`config.mk`:
```
export PLATFORM = sky130hd
export DESIGN_NAME = mem_access_stage
export DESIGN_NICKNAME = d
export VERILOG_FILES = /design/src/rtl/mem_access_stage.sv
export SDC_FILE = /design/constraint.sdc
export NUM_CORES = 1
export LEC_CHECK = 0
export BUFFER_PORTS_ARGS = -buffer_cell sky130_fd_sc_hd__buf_2
export CAP_MARGIN = 20
export CELL_PAD_IN_SITES_DETAIL_PLACEMENT = 1
export CELL_PAD_IN_SITES_GLOBAL_PLACEMENT = 1
export CORE_MARGIN = 1.5
export CORE_UTILIZATION = 34
export CTS_CLUSTER_SIZE = 28
export DETAILED_ROUTE_END_ITERATION = 8
export PLACE_DENSITY = 0.95
export SLEW_MARGIN = 20
export SYNTH_ARGS = -nofsm -noshare
export SYNTH_HDL_FRONTEND = slang
export SYNTH_SLANG_ARGS = --single-unit
```
`constraint.sdc`:
```
create_clock -name clk -period 3.9 [get_ports clk]
set_clock_uncertainty 0.2 [all_clocks]
set_input_delay 0 -clock clk [delete_from_list [all_inputs] [get_ports clk]]
set_output_delay 0 -clock clk [all_outputs]
set_load 0.005 [all_outputs]
```
`src/rtl/mem_access_stage.sv`:
```
// rtl/mem_access_stage.sv - MEM pipeline stage with req/ack data-memory access and stall FSM
//
// Purpose: takes EX/MEM values, performs load/store over a req/ack handshake,
// registers the MEM/WB values and stalls upstream stages while memory is busy.
// Ports:
//   clk, rst           clock, asynchronous active-low reset
//   rb_v_in            store data from EX/MEM
//   result_in          ALU result: byte address for ld/st, writeback value otherwise
//   hault_in           halt marker from EX/MEM
//   to_mem_sig_in      [8]rw_en [7]lh [6]memread [5]memw [4:0]rW
//   dm_req/we/addr/wdata/ack/rdata   data-memory handshake
//   stall              combinational freeze of PC, IF/ID, ID/EX, EX/MEM
//   wb_data/rw_en/rW/hault          MEM/WB register outputs
//   dm_err             sticky access-timeout flag
module mem_access_stage #(
    parameter int ADDR_W  = 10,
    parameter int TIMEOUT = 64
) (
    input  logic              clk,
    input  logic              rst,
    input  logic [31:0]       rb_v_in,
    input  logic [31:0]       result_in,
    input  logic              hault_in,
    input  logic [8:0]        to_mem_sig_in,
    output logic              dm_req,
    output logic              dm_we,
    output logic [ADDR_W-1:0] dm_addr,
    output logic [31:0]       dm_wdata,
    input  logic              dm_ack,
    input  logic [31:0]       dm_rdata,
    output logic              stall,
    output logic [31:0]       wb_data,
    output logic              wb_rw_en,
    output logic [4:0]        wb_rW,
    output logic              wb_hault,
    output logic              dm_err
);

    localparam int CNT_W = $clog2(TIMEOUT) + 1;

    typedef enum logic {S_IDLE, S_ACCESS} state_t;

    state_t       state_q, state_d;
    logic [CNT_W-1:0] cnt_q, cnt_d;
    logic [31:0]  wb_data_q, wb_data_d;
    logic         wb_rw_en_q, wb_rw_en_d;
    logic [4:0]   wb_rW_q, wb_rW_d;
    logic         wb_hault_q, wb_hault_d;
    logic         dm_err_q, dm_err_d;
    logic         halted_q, halted_d;

    logic        rw_en, lh, memread, memw;
    logic [4:0]  rW;
    logic        mem_op;
    logic        timeout_hit;
    logic [15:0] half;
    logic [31:0] mem_val;

    assign rw_en   = to_mem_sig_in[8];
    assign lh      = to_mem_sig_in[7];
    assign memread = to_mem_sig_in[6];
    assign memw    = to_mem_sig_in[5];
    assign rW      = to_mem_sig_in[4:0];

    assign mem_op = (memread | memw) & ~halted_q;

    // The counter already holds 1 on entry to ACCESS (the request cycle in
    // IDLE counts), so dm_req is high for exactly TIMEOUT cycles on a timeout.
    assign timeout_hit = (state_q == S_ACCESS) && (cnt_q == CNT_W'(TIMEOUT - 1));

    // Gated with rst so the request drops the instant reset asserts, even
    // while EX/MEM still presents a memory op.
    assign dm_req   = rst & (((state_q == S_IDLE) & mem_op) | (state_q == S_ACCESS));
    assign dm_we    = memw;
    assign dm_addr  = result_in[ADDR_W-1:0];
    assign dm_wdata = rb_v_in;

    // Released on the timeout cycle too, so the aborted op leaves EX/MEM on
    // the completion edge instead of being reissued.
    assign stall = dm_req & ~dm_ack & ~timeout_hit;

    // Loaded only into flops, so dm_rdata never reaches an output combinationally.
    assign half    = result_in[1] ? dm_rdata[31:16] : dm_rdata[15:0];
    assign mem_val = memw ? result_in : (lh ? {{16{half[15]}}, half} : dm_rdata);

    always_comb begin
        state_d    = state_q;
        cnt_d      = cnt_q;
        wb_data_d  = wb_data_q;
        wb_rw_en_d = wb_rw_en_q;
        wb_rW_d    = wb_rW_q;
        wb_hault_d = wb_hault_q;
        dm_err_d   = dm_err_q;
        halted_d   = halted_q;
        case (state_q)
            S_IDLE: begin
                if (!mem_op) begin
                    wb_data_d  = result_in;
                    wb_rw_en_d = rw_en & ~halted_q;
                    wb_rW_d    = rW;
                    wb_hault_d = hault_in;
                    halted_d   = halted_q | hault_in;
                end else if (dm_ack) begin
                    wb_data_d  = mem_val;
                    wb_rw_en_d = rw_en;
                    wb_rW_d    = rW;
                    wb_hault_d = hault_in;
                    halted_d   = halted_q | hault_in;
                end else begin
                    state_d    = S_ACCESS;
                    cnt_d      = CNT_W'(1);
                    wb_rw_en_d = 1'b0;
                    wb_hault_d = 1'b0;
                end
            end
            S_ACCESS: begin
                if (dm_ack || timeout_hit) begin
                    wb_data_d  = dm_ack ? mem_val : 32'h0;
                    wb_rw_en_d = rw_en;
                    wb_rW_d    = rW;
                    wb_hault_d = hault_in;
                    halted_d   = halted_q | hault_in;
                    dm_err_d   = dm_err_q | ~dm_ack;
                    state_d    = S_IDLE;
                    cnt_d      = '0;
                end else begin
                    cnt_d      = cnt_q + CNT_W'(1);
                    wb_rw_en_d = 1'b0;
                    wb_hault_d = 1'b0;
                end
            end
            default: begin
                state_d = S_IDLE;
                cnt_d   = '0;
            end
        endcase
    end

    always_ff @(posedge clk or negedge rst) begin
        if (!rst) begin
            state_q    <= S_IDLE;
            cnt_q      <= '0;
            wb_data_q  <= 32'h0;
            wb_rw_en_q <= 1'b0;
            wb_rW_q    <= 5'h0;
            wb_hault_q <= 1'b0;
            dm_err_q   <= 1'b0;
            halted_q   <= 1'b0;
        end else begin
            state_q    <= state_d;
            cnt_q      <= cnt_d;
            wb_data_q  <= wb_data_d;
            wb_rw_en_q <= wb_rw_en_d;
            wb_rW_q    <= wb_rW_d;
            wb_hault_q <= wb_hault_d;
            dm_err_q   <= dm_err_d;
            halted_q   <= halted_d;
        end
    end

    assign wb_data  = wb_data_q;
    assign wb_rw_en = wb_rw_en_q;
    assign wb_rW    = wb_rW_q;
    assign wb_hault = wb_hault_q;
    assign dm_err   = dm_err_q;

endmodule

```
==> impl_metrics.ini, run 1 <==
[placement]
dp.final_hpwl_microns = 7410
gp_congestion = 0.828
port_buffers = 129
dpl.cell_count = 495

[floorplanning]
core_area_sq_um = 9240
dieHeight_microns = 100
pin_count = 194
row_count = 35
die_x_microns = 100
die_area_sq_um = 10100
initial_core_util_pct = 34.9

[final_layout]
mostFrequentLayoutCells = 129 x buf_2, 72 x dlygate4sd3_1, 49 x dfrtp_1
layout_commonest_cell = buf_2
area_delta_synth_final_pct = 38.2
post_route_cells_drive_above_1_share_pct = 43.9
nets = 555
diodes = 0
fillerInstances = 1025
instances_no_fill = 575

[routing]
drtIter0Drc = 77
route.detailed.drc = 0
vias_per_cell = 5.04
ant_nets = 0
vias = 2897
wire_per_inst_microns = 19.3
wl_microns = 11100
dr.pass1.iters = 4

[synthesis]
syn-num-nets = 404
synth_compound_area_share_pct = 17.4
synth.distinct_cells = 40
async_flop_share_pct = 100
synth_fa_ha_area_share_pct = 0.388
ys_ff_latch = 49
ys_warn_count = 0
ys.flop_type = dfrtp_1
avgSynthCellArea_sq_um = 11.0
seq_area_frac_synth_pct = 38.0
synth_simple_gate_area_share_pct = 8.34
netlist_area_sq_um = 3230
synthXorXnorAreaFrac_pct = 0.543
synthMuxAreaShare_pct = 19.5
synth_edf_count = 0
synthCells = 294
synth_top_family_by_area = multiplexers

[timing]
setup_viol = 0
tightest_slew_ns = 1.07
fmax_mhz = 369
final_max_slew_viol_count = 0
fin_crit_sh_pct = 69.5
fin_hold_ws_ns = 0.0112
hold_viol = 0
rsz0062_at_grt = false
setup-tns-final_ns = 0
slew_headroom_pct = 28.9
final.min_clock_period_ns = 2.71

[worst_setup_path]
path_buf_inv = 1
cpPeakStageDelay_ns = 0.57
crit_path_start_kind = flip-flop
crit_chain = ha_1, and3_2, a41oi_4, nor2_8, inv_2, o31ai_1
critPathCaptureType = flip-flop
critPathSlowestCell = nor2_8
crit_type = reg2reg
cp_max_fo = 27
cp_top_family = simple AND/OR/NAND/NOR gates
cp_data_required_time_ns = 3.92
cp.arrival_ns = 2.73

[flow_run]
cap_violations = 0

[power]
power_uw = 1190
powerDensity_nw_per_um2 = 266
p_leak_uw = 0.00220
peakVddDrop_v = 0.000172

[hold_path]
hold_class = in2reg

[clock_network]
cts_tree = yes
worstSkewPairLatency_ns = 0.31
clk_path_buf_depth = 2
clk_pin_slew_ns = 0.10
cts_max_level = 2
cts_sinks = 49
numCtsBuffers = 5
cts-root-buf = clkbuf_8

[global_routing]
gr-usage-all-layers_pct = 22.3
grt_pass1_wl_microns = 17100
antenna_found_initial = 0
grt_pass1_vias = 3296
grt_overflow = 0
grt_max_degree = 51

[run_status]
outcome = complete, no violations
[metal layers]
metal	track usage (%)	part of all wire [%]
met1	24.7	39
met2	42.0	53
met3	4.60	6.3
met4	7.91	2.1
met5	0	0
[through the flow]
| step | cell area, sq um | setup WS [ns] | utilization (%) |
|---|---|---|---|
| floorplan | 3230 | 1.80 | - |
| global placement | 3630 | 1.40 | 39.2 |
| detailed placement | 3630 | 1.22 | 39.2 |
| CTS | 4460 | 1.17 | 48.2 |
| global route | 4460 | 0.956 | 48.2 |
| finish | 4460 | 1.19 | 48.2 |
[cell usage after synthesis, types with 2 or more instances]
cell type | number | share of area [%]
nor2_1 | 5 | 0.58
a22o_1 | 2 | 0.54
a221oi_2 | 10 | 4.7
nand3_1 | 3 | 0.47
a21o_1 | 3 | 0.70
mux2_2 | 27 | 9.4
nand2b_1 | 19 | 3.7
xnor2_1 | 2 | 0.54
inv_1 | 21 | 2.4
nand2_1 | 5 | 0.58
o31ai_1 | 14 | 3.3
buf_2 | 5 | 0.78
o21ai_0 | 19 | 2.9
mux2_4 | 11 | 5.1
clkbuf_1 | 4 | 0.47
mux2i_1 | 16 | 5.0
buf_4 | 45 | 10
a21oi_1 | 3 | 0.47
buf_6 | 4 | 1.4
a221oi_1 | 8 | 2.2
dfrtp_1 | 49 | 38
[logic make-up after synthesis]
| family | after synthesis |
|---|---|
| adder cells (fa/ha/maj) | 1 |
| multiplexers | 54 |
| AO/OA/AOI/OAI | 65 |
| flip-flops | 49 |
| AND/OR/NAND/NOR | 42 |
| buffers and inverters | 81 |
| XOR/XNOR | 2 |
[final cells by class]
type	count	area [sq um]	share of cell area (%)
Timing Repair Buffer	203	1380	31.0
Sequential cell	49	1230	27.5
Clock buffer	6	72.6	1.63
Multi-Input combinational cell	164	1500	33.5
Clock inverter	2	38.8	0.870
Inverter	22	82.6	1.85
Tap cell	129	161	3.62
[final timing paths]
path,start,cells past startpoint,slack (ns),endpoint
max,cnt_q[0],6,1.19,wb_data[13]
min,result_in[23],4,0.01,wb_data[23]
max reg2reg,cnt_q[0],6,1.19,wb_data[13]
min reg2reg,dm_err,1,0.26,dm_err
max in group asynchronous,rst,3,2.89,wb_data[1]
min in group asynchronous,rst,3,0.13,wb_rW[4]
[flip-flops by register name, summed over array words and instances (netlist names)]
signal and count:
state_q 1, cnt_q 7, wb_data 32, wb_rw_en 1, dm_err 1, wb_rW 5
halted_q 1, wb_hault 1
[tightest hold or removal path, stage by stage]
cell and delay (ns):
buf_2 0.10, inv_1 0.07, a221oi_2 0.06, mux2_4 0.25
[what timing repair did]
action                                 CTS  global route
setup buffers                            0             0
endpoints found under the hold margin  123             0
hold buffers                            72             0
resized for setup                        0             0
[where the power goes]
group	internal [uW]	leakage [uW]	switching, uW
Sequential	537	0.000588	23.7
Combinational	147	0.00156	104
Clock	193	0.0000554	182
(Power assumes the default switching activity.)
==> run 2: changes to the inputs <==
- CORE_UTILIZATION: 34 -> 29
- PLACE_DENSITY: 0.95 -> 0.88
- clock period: 3.9 -> 2.2 ns (I/O delays scaled with it)
==> run 2 against run 1 <==
Global-route usage decreased by 4.1 points. Core utilization decreased by 5.7 points. First-iteration DRC count up 57%. Final area increased by 3.6%. Via count up 0.14%. Clock-buffer cell count increased by 1. Power up 67%. Die area increased by 17%. Sequential power is 76% higher. Final cell count up 4.7%. Largest cell class is now buffers.
==> impl_metrics.ini, run 2 (synthesis results as in run 1) <==
[run_status]
outcome = complete, no violations

[power]
powerDensity_nw_per_um2 = 428
pwr-share-clk_pct = 27.2
p_sw_share_pct = 25.6
pwr-share-comb_pct = 23.0
peakVddDrop_v = 0.000247
switching_power_uw = 507
p_leak_uw = 0.00229
p_seq_share_pct = 49.8
p_int_uw = 1470

[routing]
wl_microns = 10800
wl_met2_microns = 5530
dr.pass1.iters = 4
vias_per_cell = 4.82
m1WireLength_microns = 4550
drtIter0Drc = 121
route.detailed.drc = 0
wl_met3_microns = 586
ant_nets = 0
highest_layer = met4
wire_per_inst_microns = 17.9
vias = 2901

[timing]
slew_headroom_pct = 56.3
hold_viol = 0
rsz0062_at_grt = false
final.min_clock_period_ns = 2.11
fin_crit_sh_pct = 95.8
final_max_slew_viol_count = 0
fin_hold_ws_ns = 0.00415
tightest_slew_ns = 0.655
fmax_mhz = 475
setup_viol = 0

[worst_setup_path]
crit_type = reg2reg
cp.arrival_ns = 2.09
cp_data_required_time_ns = 2.19
crit_path_start_kind = flip-flop
cp_max_fo = 10
critPathCaptureType = flip-flop

[final_layout]
nets = 572
fillerInstances = 1239
post_route_cells_drive_above_1_share_pct = 46.1
largest_reg_flops = 32
area_delta_synth_final_pct = 43.1
instances_no_fill = 602
layout_commonest_cell = buf_2
diodes = 0
stdcell_area_sq_um = 4620
mostFrequentLayoutCells = 129 x buf_2, 72 x dlygate4sd3_1, 49 x dfrtp_1

[clock_network]
cts_tree = yes
clk_path_buf_depth = 2
numCtsBuffers = 5
cts_resized = 0
clk_pin_slew_ns = 0.08
cts_sinks = 49
worstSkewPairLatency_ns = 0.30
cts-root-buf = clkbuf_8
cts_max_level = 2

[floorplanning]
initial_core_util_pct = 29.8
dieHeight_microns = 108
core_area_sq_um = 10800
die_area_sq_um = 11800
pin_count = 194
row_count = 38
die_x_microns = 108

[global_routing]
gr-usage-all-layers_pct = 18.2
antenna_found_initial = 0
grt_pass1_wl_microns = 16100
grt_pass1_vias = 3050
grt_overflow = 0
grt_max_degree = 50

[placement]
port_buffers = 129
dpl.cell_count = 516
dpl-instance-area_sq_um = 3720
dp.final_hpwl_microns = 7300
gp_congestion = 0.801

[hold_path]
hold_class = in2reg

[flow_run]
cap_violations = 0
==> run 2: power by group through the flow <==
stage,combinational [uW],sequential (uW),clock (uW)
6_report,455,986,537
5_1_grt,496,993,595
4_1_cts,454,986,567
3_5_place_dp,346,1000,0
3_3_place_gp,335,1000,0
2_1_floorplan,203,1000,0
==> run 2: what timing repair did <==
item	CTS	global route
endpoints found under the hold margin	121	0
endpoints found under the setup margin	38	10
gates cloned	1	0
pin swaps	2	1
hold buffers	72	0
setup buffers	6	0
==> run 2: layer usage <==
layer	vias up	GRT usage, %
li1	1334	-
met5	-	0
met3	9	3.01
met1	1422	22.0
met4	0	3.85
met2	136	33.5
==> run 2: path summary, 6_finish.rpt <==
path                                     from  depth (start not counted)  slack (ns)     endpoint
worst max-delay path                 cnt_q[1]                          6        0.09  wb_data[20]
worst min-delay path            result_in[19]                          4       0.004  wb_data[19]
worst max register to register       cnt_q[1]                          6        0.09  wb_data[20]
worst min register to register         dm_err                          1        0.28       dm_err
max in group asynchronous                 rst                          3        1.12     cnt_q[1]
min in group asynchronous                 rst                          3        0.25  wb_data[17]
==> run 2: final cells by class <==
cell class / count / area [sq um] / share of cell area (%)
Tap cell: 140 / 175 / 3.79
Timing Repair Buffer: 219 / 1540 / 33.3
Sequential cell: 49 / 1230 / 26.6
Clock buffer: 7 / 86.3 / 1.87
Multi-Input combinational cell: 165 / 1510 / 32.7
Inverter: 22 / 82.6 / 1.79
==> run 2: metrics by stage <==
stage | power [uW] | setup WS [ns] | TNS [ns] | util (%)
after floorplan | 1210 | 0.103 | 0 | -
after global placement | 1330 | -0.0639 | -0.864 | 34.3
after detailed placement | 1350 | -0.239 | -3.80 | 34.3
after CTS | 2010 | 0.0445 | 0 | 42.6
after global routing | 2080 | 0.0257 | 0 | 42.6
final | 1980 | 0.0935 | 0 | 42.6
==> run 2: worst max-delay path, cell delays in order (launching register included) <==
cell and delay (ns):
dfrtp_1 0.41, ha_1 0.23, and3_2 0.27, a41oi_4 0.34, nor2_4 0.09, buf_12 0.16
mux2_4 0.29
==> run 3: changes to the inputs <==
- CORE_MARGIN: 1.5 -> 4
==> run 3 against run 2 <==
Final area increased by 0.41%. Critical path depth unchanged. Core utilization about the same. Register-to-register slack about the same. Clock power increased by 2%. Critical path type unchanged. Wire length increased by 7.9%. Flip-flop and latch count unchanged. Die area increased by 9.4%. Critical endpoint is now wb_data[23].
==> impl_metrics.ini, run 3 (synthesis results as in run 1) <==
[run_status]
outcome = complete, no violations

[routing]
ant_nets = 0
vias_per_cell = 4.82
wl_microns = 11600
route.detailed.drc = 0
dr.pass1.iters = 4
wire_per_inst_microns = 19.2
vias = 2918
drtIter0Drc = 100

[floorplanning]
initial_core_util_pct = 29.6
core_area_sq_um = 10900
row_count = 38
pin_count = 194
die_x_microns = 113
dieHeight_microns = 113
die_area_sq_um = 12900

[timing]
rsz0062_at_grt = false
fmax_mhz = 474
hold_viol = 0
slew_headroom_pct = 56.6
final_max_slew_viol_count = 0
tightest_slew_ns = 0.651
final.min_clock_period_ns = 2.11
setup_ws_ns = 0.0923
fin_crit_sh_pct = 95.8
setup_viol = 0
fin_hold_ws_ns = 0.00431

[power]
powerDensity_nw_per_um2 = 431
p_leak_uw = 0.00229
peakVddDrop_v = 0.000243

[global_routing]
gr-usage-all-layers_pct = 17.8
antenna_found_initial = 0
grt_pass1_vias = 3294
grt_overflow = 0
grt_max_degree = 50
grt_pass1_wl_microns = 17800

[worst_setup_path]
crit_chain = ha_1, and3_2, a41oi_4, nor2_4, buf_4, mux2_4
critPathCaptureType = flip-flop
crit_path_start_kind = flip-flop
cp_max_fo = 4
critPathSlowestCell = dfrtp_1
cp_data_required_time_ns = 2.19
cp.arrival_ns = 2.10
crit_type = reg2reg
cpPeakStageDelay_ns = 0.42

[final_layout]
area_delta_synth_final_pct = 43.7
nets = 574
largest_reg_flops = 32
layout_commonest_cell = buf_2
mostFrequentLayoutCells = 129 x buf_2, 72 x dlygate4sd3_1, 49 x dfrtp_1
stdcell_area_sq_um = 4640
post_route_cells_drive_above_1_share_pct = 46.5
diodes = 0
final_util_pct = 42.6
instances_no_fill = 605

[placement]
dp.final_hpwl_microns = 8090
gp_congestion = 0.852
port_buffers = 129
dp_slack_ns = -0.223
dpl.cell_count = 518
dpl-instance-area_sq_um = 3750

[clock_network]
cts_max_level = 2
numCtsBuffers = 5
clk_path_buf_depth = 2
cts_tree = yes
cts-root-buf = clkbuf_8
cts_resized = 0
worstSkewPairLatency_ns = 0.30
clk_pin_slew_ns = 0.10
cts_sinks = 49

[flow_run]
cap_violations = 0

[hold_path]
hold_class = in2reg
[run 3: what timing repair did]
item | CTS | global route
setup endpoints to repair | 38 | 19
hold buffers | 72 | 0
pin swaps | 2 | 1
buffers inserted | 6 | 0
hold endpoints to repair | 128 | 0
cloned | 1 | 0
[run 3: path summary, 6_finish.rpt]
path	startpoint	end	slack, ns	cells after the start
setup / recovery	cnt_q[1]	wb_data[23]	0.09	6
hold / removal	dm_rdata[7]	wb_data[7]	0.004	4
setup reg to reg	cnt_q[1]	wb_data[23]	0.09	6
hold reg to reg	dm_err	dm_err	0.28	1
max in group asynchronous	rst	wb_data[30]	1.13	3
min in group asynchronous	rst	wb_data[31]	0.23	3
[run 3: area by class of cell]
cell class / count / area, sq um
clock inverter: 3 / 22.5
clock buffer: 5 / 68.8
fill: 1207 / 6250
timing repair buffer: 221 / 1550
inverter: 22 / 82.6
tap: 140 / 175
multi-input combinational: 165 / 1510
sequential: 49 / 1230
[run 3: report_power, final]
group	internal [uW]	switching (uW)
registers	952	33.9
clock network	226	321
logic	271	193
[run 3: worst max-delay path, delay by kind of cell (launching register included)]
| family | cells | cell delay [ns] |
|---|---|---|
| muxes | 1 | 0.30 |
| AOI/OAI and AO/OA | 1 | 0.31 |
| DFF | 1 | 0.42 |
| adders and majority gates | 1 | 0.23 |
| buffers and inverters | 1 | 0.18 |
| and+or+nand+nor | 2 | 0.35 |
[run 3: per-stage QoR]
step | total power, uW | TNS, ns
3_5_place_dp | 1360 | -2.89
4_1_cts | 2030 | 0
6_report | 2000 | 0
3_3_place_gp | 1340 | -0.601
5_1_grt | 2110 | 0
2_1_floorplan | 1210 | 0
[run 3: metal layers]
| layer | share of wire (%) | wire [microns] | vias to the layer above | global-route usage [%] |
|---|---|---|---|---|
| li1 | - | - | 1337 | - |
| met5 | 0 | 0 | - | 0 |
| met3 | 7.4 | 862 | 10 | 4.03 |
| met2 | 51 | 5980 | 158 | 32.2 |
| met4 | 1.4 | 160 | 0 | 4.49 |
| met1 | 40 | 4620 | 1413 | 21.2 |
